`config.mk`:
```
export PLATFORM = sky130hd
export DESIGN_NAME = rs232_rx_buffered
export DESIGN_NICKNAME = d
export VERILOG_FILES = /design/src/rtl/rs232_pkg.sv /design/src/rtl/rs232_fifo.sv /design/src/rtl/rs232_rx_buffered.sv
export SDC_FILE = /design/constraint.sdc
export NUM_CORES = 1
export LEC_CHECK = 0
export ABC_AREA = 1
export BUFFER_PORTS_ARGS = -buffer_cell sky130_fd_sc_hd__buf_2
export CAP_MARGIN = 5
export CELL_PAD_IN_SITES_DETAIL_PLACEMENT = 1
export CELL_PAD_IN_SITES_GLOBAL_PLACEMENT = 2
export CORE_MARGIN = 5
export CORE_UTILIZATION = 45
export CTS_BUF_LIST = sky130_fd_sc_hd__clkbuf_16
export DETAILED_ROUTE_END_ITERATION = 10
export MAX_ROUTING_LAYER = met4
export PLACE_DENSITY = 0.83
export SLEW_MARGIN = 20
export SYNTH_ARGS = -nofsm -noshare
export SYNTH_HDL_FRONTEND = slang
export SYNTH_SLANG_ARGS = --single-unit
```
`constraint.sdc`:
```
create_clock -name clk -period 3.86 [get_ports clk]
set_clock_uncertainty 0.1 [all_clocks]
set_input_delay 0 -clock clk [delete_from_list [all_inputs] [get_ports clk]]
set_output_delay 0 -clock clk [all_outputs]
set_load 0.01 [all_outputs]
```
`src/rtl/rs232_pkg.sv`:
```
// Shared RS-232 definitions: receiver FSM encoding, bit-period helper, I/O word map.
package rs232_pkg;

    typedef enum logic [2:0] {
        IDLE,
        START,
        DATA,
        STOP,
        BREAK
    } rx_state_t;

    localparam int RX_DATA = 2;
    localparam int RX_STAT = 3;

    function automatic int ticks(input int clk_hz, input int baud);
        return clk_hz / baud;
    endfunction

endpackage

```
`src/rtl/rs232_fifo.sv`:
```
// Synchronous byte queue with head-of-queue read data, fill count and full/empty.
// Latency: a push is visible at the head on the next cycle; pop advances the head next cycle.
// Backpressure: push while full (and no pop) is dropped; pop while empty is ignored.
module rs232_fifo #(
    parameter int AW = 4,
    parameter int W  = 8
) (
    input  logic          clk,
    input  logic          rst,
    input  logic          push,
    input  logic          pop,
    input  logic [W-1:0]  wdata,
    output logic [W-1:0]  rdata,
    output logic          full,
    output logic          empty,
    output logic [AW:0]   count
);

    localparam int DEPTH = 1 << AW;

    logic [W-1:0]  mem [DEPTH];
    logic [AW-1:0] wptr;
    logic [AW-1:0] rptr;
    logic          do_push;
    logic          do_pop;

    assign empty = (count == '0);
    assign full  = (count == (AW+1)'(DEPTH));

    // A pop on a full queue frees the slot the simultaneous push needs.
    assign do_pop  = pop & ~empty;
    assign do_push = push & (~full | do_pop);

    assign rdata = empty ? '0 : mem[rptr];

    always_ff @(posedge clk) begin
        if (do_push) begin
            mem[wptr] <= wdata;
        end
    end

    always_ff @(posedge clk or negedge rst) begin
        if (!rst) begin
            wptr  <= '0;
            rptr  <= '0;
            count <= '0;
        end else begin
            if (do_push) begin
                wptr <= wptr + AW'(1);
            end
            if (do_pop) begin
                rptr <= rptr + AW'(1);
            end
            if (do_push && !do_pop) begin
                count <= count + (AW+1)'(1);
            end else if (!do_push && do_pop) begin
                count <= count - (AW+1)'(1);
            end
        end
    end

endmodule

```
`src/rtl/rs232_rx_buffered.sv`:
```
// 8N1 serial receiver feeding a byte queue polled over the I/O bus.
// Latency: byte visible the cycle after the stop-bit sample; RxD is 2-flop synchronised.
// Backpressure: none on the line; bytes arriving while the queue is full are dropped and flagged in ovf.
module rs232_rx_buffered
    import rs232_pkg::*;
#(
    parameter int CLK_HZ     = 25000000,
    parameter int BAUD       = 19200,
    parameter int DEPTH_LOG2 = 4
) (
    input  logic                  clk,
    input  logic                  rst,
    input  logic                  RxD,
    input  logic                  done,
    input  logic                  clrerr,
    output logic [7:0]            data,
    output logic                  rdy,
    output logic [DEPTH_LOG2:0]   count,
    output logic                  ovf,
    output logic                  ferr
);

    localparam int TICKS = ticks(CLK_HZ, BAUD);
    localparam int HALF  = TICKS / 2;
    localparam int TW    = $clog2(TICKS + 1);

    logic [1:0]    sync;
    logic          rx;
    rx_state_t     state;
    rx_state_t     state_nx;
    logic [TW-1:0] tick;
    logic [TW-1:0] tick_nx;
    logic [3:0]    bitn;
    logic [3:0]    bitn_nx;
    logic [7:0]    shreg;
    logic [7:0]    shreg_nx;
    logic          push;
    logic          ferr_set;
    logic          ovf_set;
    logic          full;
    logic          empty;

    assign rx = sync[1];

    always_ff @(posedge clk or negedge rst) begin
        if (!rst) begin
            sync  <= 2'b11;
            state <= IDLE;
            tick  <= '0;
            bitn  <= '0;
            shreg <= '0;
        end else begin
            sync  <= {sync[0], RxD};
            state <= state_nx;
            tick  <= tick_nx;
            bitn  <= bitn_nx;
            shreg <= shreg_nx;
        end
    end

    always_comb begin
        state_nx = state;
        tick_nx  = tick + TW'(1);
        bitn_nx  = bitn;
        shreg_nx = shreg;
        push     = 1'b0;
        ferr_set = 1'b0;
        case (state)
            IDLE: begin
                tick_nx = '0;
                if (!rx) begin
                    state_nx = START;
                end
            end
            START: begin
                if (tick == TW'(HALF - 1)) begin
                    tick_nx  = '0;
                    bitn_nx  = '0;
                    state_nx = rx ? IDLE : DATA;
                end
            end
            DATA: begin
                if (tick == TW'(TICKS - 1)) begin
                    tick_nx  = '0;
                    shreg_nx = {rx, shreg[7:1]};
                    bitn_nx  = bitn + 4'd1;
                    if (bitn == 4'd7) begin
                        state_nx = STOP;
                    end
                end
            end
            STOP: begin
                if (tick == TW'(TICKS - 1)) begin
                    tick_nx = '0;
                    if (rx) begin
                        push     = 1'b1;
                        state_nx = IDLE;
                    end else begin
                        ferr_set = 1'b1;
                        state_nx = BREAK;
                    end
                end
            end
            BREAK: begin
                tick_nx = '0;
                if (rx) begin
                    state_nx = IDLE;
                end
            end
            default: begin
                tick_nx  = '0;
                state_nx = IDLE;
            end
        endcase
    end

    // A pop in the same cycle makes room, so only an unaccompanied push to a full queue overflows.
    assign ovf_set = push & full & ~done;

    always_ff @(posedge clk or negedge rst) begin
        if (!rst) begin
            ovf  <= 1'b0;
            ferr <= 1'b0;
        end else begin
            if (ovf_set) begin
                ovf <= 1'b1;
            end else if (clrerr) begin
                ovf <= 1'b0;
            end
            if (ferr_set) begin
                ferr <= 1'b1;
            end else if (clrerr) begin
                ferr <= 1'b0;
            end
        end
    end

    rs232_fifo #(
        .AW (DEPTH_LOG2),
        .W  (8)
    ) u_fifo (
        .clk   (clk),
        .rst   (rst),
        .push  (push),
        .pop   (done),
        .wdata (shreg),
        .rdata (data),
        .full  (full),
        .empty (empty),
        .count (count)
    );

    assign rdy = ~empty;

endmodule
```
# Word-level counts from Yosys, hierarchy flattened
# Memories as Yosys holds them, arrays and structs flattened.
# Index checks and enable logic that the tools add are counted.
# W data, S select, Z words.
[op_classes] addsub=6 eq_ne=14 n_bitwise=8 reduce_logical=14 n_mux=29
[ops] cell="$mux W11" n=2
[ops] cell="$pmux W11 S2" n=1
[ops] cell="$mux W3" n=7
[ops] cell="$pmux W3 S5" n=1
[ops] cell="$add A4 B1 Y4 const B" n=3
[ops] cell="$ne A2 B2 Y1 const B" n=6
[ops] cell="$add A11 B1 Y11 const B" n=1
[ops] cell="$eq A11 B10 Y1 const B" n=1
[ops] cell="$eq A11 B11 Y1 const B" n=1
[ops] cell="$mux W1" n=11
[ops] cell="$mux W5" n=2
[ops] cell="$mux W4" n=2
[ops] cell="$mux W8" n=1
[ops] cell="$pmux W4 S2" n=1
[ops] cell="$reduce_bool A2 Y1" n=4
[ops] cell="$eq A3 B2 Y1 const B" n=2
[ops] cell="$reduce_and A6 Y1" n=1
[ops] cell="$add A5 B1 Y5 const B" n=1
[ops] cell="$eq A5 B5 Y1 const B" n=1
[ops] cell="$logic_not A5 Y1" n=1
[ops] cell="$sub A5 B1 Y5 const B" n=1
[ops] cell="$and A1 B1 Y1" n=4
[ops] cell="$eq A4 B3 Y1 const B" n=1
[ops] cell="$eq A3 B1 Y1 const B" n=1
[ops] cell="10 further kinds" n=14
[word_totals] register_bits=43 wordCells=82 ram_bits=128 mem_count=1
[mem_list] memory="u_fifo.mem" words=16 word_bits=8 rd=1 rd_ports_with_merged_regs=0 write_ports=1 line_no="rs232_fifo.sv:21" rtl="logic [W-1:0] mem [DEPTH];"

# Longest topological paths before layout
[logic_depth] ltp_word=9 ltp_mapped=17 depth_no_buf=17

# Hierarchy
# From an unflattened synthesis, not the netlist that was laid out.
[hier_totals] cells_unflattened=734 hier_area_um2=7573.5
[by_module_without_submodules] module="rs232_fifo" area_each_um2=6009.5 cells_each=530 n_inst=1 seq_area_each_um2=4169.0
[by_module_without_submodules] module="rs232_rx_buffered" area_each_um2=1564.0 cells_each=204 n_inst=1 seq_area_each_um2=753.2

# Least setup slack after synthesis
# No wires, ideal clock.
[synth_path] path_type="register to register" startpoint="reg tick[1]" endpoint="reg u_fifo.count[4]" setup_ns=0.065 path_buffers=0 required_time_ns=3.695 period_less_slack_ns=2.600 setup_slack_ns=1.260 t_arrival_ns=2.435 stages_incl_launch_ff=18 cell_sequence="dfrtp_1 -> inv_1 -> ha_1 -> nand2_1 -> nor2_4 -> nand2_2 -> nor2_4 -> nand3_2 -> inv_4 -> ha_1 -> inv_1 -> fa_1 -> nand2_1 -> nand2_1 -> a21oi_1 -> xor2_1 -> nand2_1 -> nand2_1"
[synth_between] elab_chain_len=7
[synth_lines] item="start: declaration" line_no="rs232_rx_buffered.sv:31" rtl="logic [TW-1:0] tick;"
[synth_lines] item="start signal: assignment" line_no="rs232_rx_buffered.sv:55" rtl="tick <= tick_nx;"
[synth_lines] item="$eq A11 B11 Y1 *" line_no="rs232_rx_buffered.sv:93" rtl="if (tick == TW'(TICKS - 1)) begin"
[synth_lines] item="$mux W1 *" line_no="rs232_rx_buffered.sv:93"
[synth_lines] item="$mux W1 *" line_no="rs232_rx_buffered.sv:68" rtl="case (state)"
[synth_lines] item="$and A1 B1 Y1 *" line_no="rs232_fifo.sv:32" rtl="assign do_push = push & (~full | do_pop);"
[synth_lines] item="net u_fifo.do_push" line_no="rs232_fifo.sv:24" rtl="logic do_push;"
[synth_lines] item="$logic_not A1 Y1" line_no="rs232_fifo.sv:56" rtl="end else if (!do_push && do_pop) begin"
[synth_lines] item="$logic_and A1 B1 Y1" line_no="rs232_fifo.sv:56"
[synth_lines] item="$reduce_bool A2 Y1 (no source line)"
[synth_lines] item="end signal: assignment" line_no="rs232_fifo.sv:55" rtl="count <= count + (AW+1)'(1);"
[synth_lines] item="end signal: assignment" line_no="rs232_fifo.sv:57" rtl="count <= count - (AW+1)'(1);"
[synth_lines] item="end: declaration" line_no="rs232_fifo.sv:16" rtl="output logic [AW:0] count"
# Mark *: on every way through the listed nets, which the timed path passes. The rest lies on a longest branch.
# A chain may end at the register's enable or synchronous reset.

# Final worst setup path
# Ends and elaborated chain as after synthesis.

==> flow_metrics.py <==
metrics = {
    "outcome": {
        "outcome": "finished, final reports clean",
    },
    "die": {
        "die_w_um": 140,
        "ios": 21,
        "die_y_um": 140,
        "core_sq_mm": 0.0166,
        "dieArea_sq_mm": 0.0196,
        "start_util_pct": 45.8,
        "fp-row-count": 47,
    },
    "drt": {
        "first_pass_iters": 4,
        "wl_per_cell_um": 19.0,
        "drcViolationCount": 0,
        "viasPerCell": 5.23,
        "route.vias.total": 5150,
        "route.antenna.remaining_nets": 0,
        "totalWireLength_um": 18700,
        "drt_iter0_markers": 229,
    },
    "clocking": {
        "cts.reportedPaths.clkPinSlew_ps": 60,
        "cts_setup_buffers": 0,
        "cts_root_buffer": "clkbuf_16",
        "cts-resized-gates": 0,
        "clk_latency_ps": 430,
        "cts_tree": "built",
        "clock_path_buffers": 2,
        "htreeDepth": 4,
        "cts_sinks": 171,
        "ctsHoldBuffers": 4,
        "cts_made_buffers": 17,
    },
    "worst_setup_path": {
        "r2r_slack_ps": 940,
        "path_class": "reg2reg",
        "crit_start": "tick[1]",
        "crit_arrival_ps": 3190,
        "worstReg2RegStart": "tick[1]",
        "cp.required_ps": 4130,
        "critPathLaunchType": "register",
        "critPathMaxFanout": 5,
        "cp-end-kind": "register",
    },
    "logic_synthesis": {
        "yosys.cell_count.top_type": "nand2_1",
        "synth_mux_area_share_pct": 0,
        "ys_top_cells_by_count": "nand2_1 (242), edfxtp_1 (128), nand3_1 (118), nor2_1 (49), dfrtp_1 (41)",
        "synth-edff-count": 128,
        "synth_nets": 749,
        "ys_warn_count": 0,
        "synth.top_cell.area_share_pct": 50.6,
        "synthAdderAreaFrac_pct": 2.40,
        "synth_top_family_by_area": "simple AND/OR/NAND/NOR gates",
        "synth_seq_cells": 171,
        "ys_types": 36,
        "netlist_instances": 730,
        "synth-xor-area-share_pct": 1.61,
        "yosys_most_used_dff": "edfxtp_1",
        "avgSynthCellArea_sq_um": 10.4,
        "yosysTopAreaCell": "edfxtp_1",
        "synthArstFlopShare_pct": 25.1,
        "synth_area_leaders": "edfxtp_1 (51%), dfrtp_1 (14%), nand2_1 (12%), nand3_1 (7.8%), nor2_1 (2.4%)",
        "synth_compound_area_share_pct": 1.53,
        "synth_seq_area_share_pct": 64.8,
        "synth-simple-area-share_pct": 25.9,
        "syn_area_sq_mm": 0.00760,
    },
    "sta": {
        "finalSetupViolCount": 0,
        "maxSlewViolCount": 0,
        "fin_crit_sh_pct": 75.7,
        "maxSlewHeadroom_pct": 27.9,
        "hold_viol_final": 0,
        "tns_ps": 0,
        "rsz0062_at_grt": "no",
        "period_minus_slack_ps": 2920,
        "fmax_mhz": 342,
        "tightest_slew_ps": 1080,
    },
    "global_route": {
        "grt_usage_pct": 20.3,
        "antenna_found_initial": 0,
        "grt_pass1_wl_um": 29700,
        "grt_overflow": 0,
        "first_global_vias": 5499,
        "grt_start_max_net_pins": 67,
    },
    "placement": {
        "dp.cells": 949,
        "hpwl_um": 12200,
        "port_buffers": 20,
        "place.gp.congestion": 0.806,
    },
    "power_and_ir_drop": {
        "p_comb_share_pct": 0.5,
        "p_per_area_mw_per_mm2": 423,
        "max-vdd-ir-drop_mv": 0.314,
        "pwr-share-clk_pct": 45.0,
        "p_switching_mw": 0.694,
        "p_int_mw": 2.90,
        "p_leak_nw": 3.61,
        "share_seq_of_total_power_pct": 54.5,
        "swShare_pct": 19.3,
    },
    "min_path": {
        "hold_class": "in2async",
    },
    "finish": {
        "area.growth.synth_to_final_pct": 11.7,
        "n_antenna_cell": 0,
        "nets": 771,
        "drive_gt1_share_pct": 10.8,
        "fillers": 1855,
        "fin_cells": 985,
        "multi_input_area_sq_mm": 0.00239,
        "layout.area.seq_sq_mm": 0.00492,
    },
    "flow_run": {
        "cap_viol_max_count": 0,
    },
}
## worst paths after layout
| kind | cells past startpoint | end |
|---|---|---|
| worst max-delay path | 17 | u_fifo.count[4] |
| worst min-delay path | 2 | u_fifo.count[2] |
| worst max register to register | 17 | u_fifo.count[4] |
| worst min register to register | 0 | sync[1] |
| max in group asynchronous | 2 | u_fifo.rptr[0] |
| min in group clk | 2 | sync[0] |
## critical path, cell delays in order (launching register included)
cell and delay, ps:
dfrtp_1 410, inv_1 130, ha_1 200, nand2_1 90, nor2_4 170, nand2_2 90, nor2_4 120, nand3_2 120
inv_4 150, ha_1 210, inv_1 110, fa_1 400, nand2_1 90, nand2_1 50, a21oi_1 140, xor2_1 160
nand2_1 70, nand2_1 60
## cells in the final DEF (no fill, tap or decap), types with 6 or more instances in the layout
cell type / count
edfxtp_1: 128
nand4_1: 6
buf_4: 6
nor2_1: 49
o21ai_0: 8
ha_1: 13
nand2_1: 242
inv_1: 34
dfrtp_1: 40
buf_2: 19
a21oi_1: 11
clkbuf_16: 17
xor2_1: 11
nand3_1: 118
## cell type report
cell class	count	area share, %
multi-input cells	492	28.2
flip-flops and latches	171	58.0
clock inverters	15	1.59
clock buffers	17	5.01
well taps	220	3.24
inverters	41	1.87
repair buffers	29	2.12
## kinds of logic (layout without fill, tap and decap cells)
logic type,count (synthesis),in the layout
AOI/OAI and AO/OA,22,22
adders and majority gates,14,14
buffers and inverters,67,102
DFF,171,171
xor gates and xnor gates,14,14
and+or+nand+nor,442,442
## state kept, by name, indices dropped and copies added (netlist names)
signal and flops:
bitn 4, ferr 1, ovf 1, shreg 8, state 3, sync 2, tick 11, u_fifo.count 5
u_fifo.mem 128, u_fifo.rptr 4, u_fifo.wptr 4
## per-layer routing
metal | global-route usage (%) | vias up | wire length (um)
met3 | 4.33 | 16 | 1030
met2 | 33.9 | 100 | 9570
met5 | - | - | 0
met4 | 5.35 | 0 | 235
met1 | 25.4 | 2538 | 7870
li1 | - | 2496 | -
## stage by stage
step | utilization [%] | hold WS, ps | instance area (sq um) | power (mW) | worst slack [ps]
floorplan | - | -396 | 7600 | 2.00 | 1260
global placement | 47.6 | 10.0 | 7890 | 2.01 | 1040
detailed placement | 47.6 | 6.45 | 7890 | 2.01 | 951
CTS | 51.2 | 119 | 8490 | 3.63 | 904
global route | 51.2 | 65.9 | 8490 | 3.72 | 692
finish | 51.2 | 11.6 | 8490 | 3.59 | 936
## power groups by stage
stage / Combinational [mW] / Sequential [mW] / Clock, mW
2_1_floorplan: 0.000817 / 2.00 / 0
3_3_place_gp: 0.0133 / 2.00 / 0
3_5_place_dp: 0.0137 / 2.00 / 0
4_1_cts: 0.0169 / 1.96 / 1.65
5_1_grt: 0.0193 / 1.96 / 1.74
6_report: 0.0165 / 1.96 / 1.62
No activity file was read; power rests on OpenSTA's default activity.
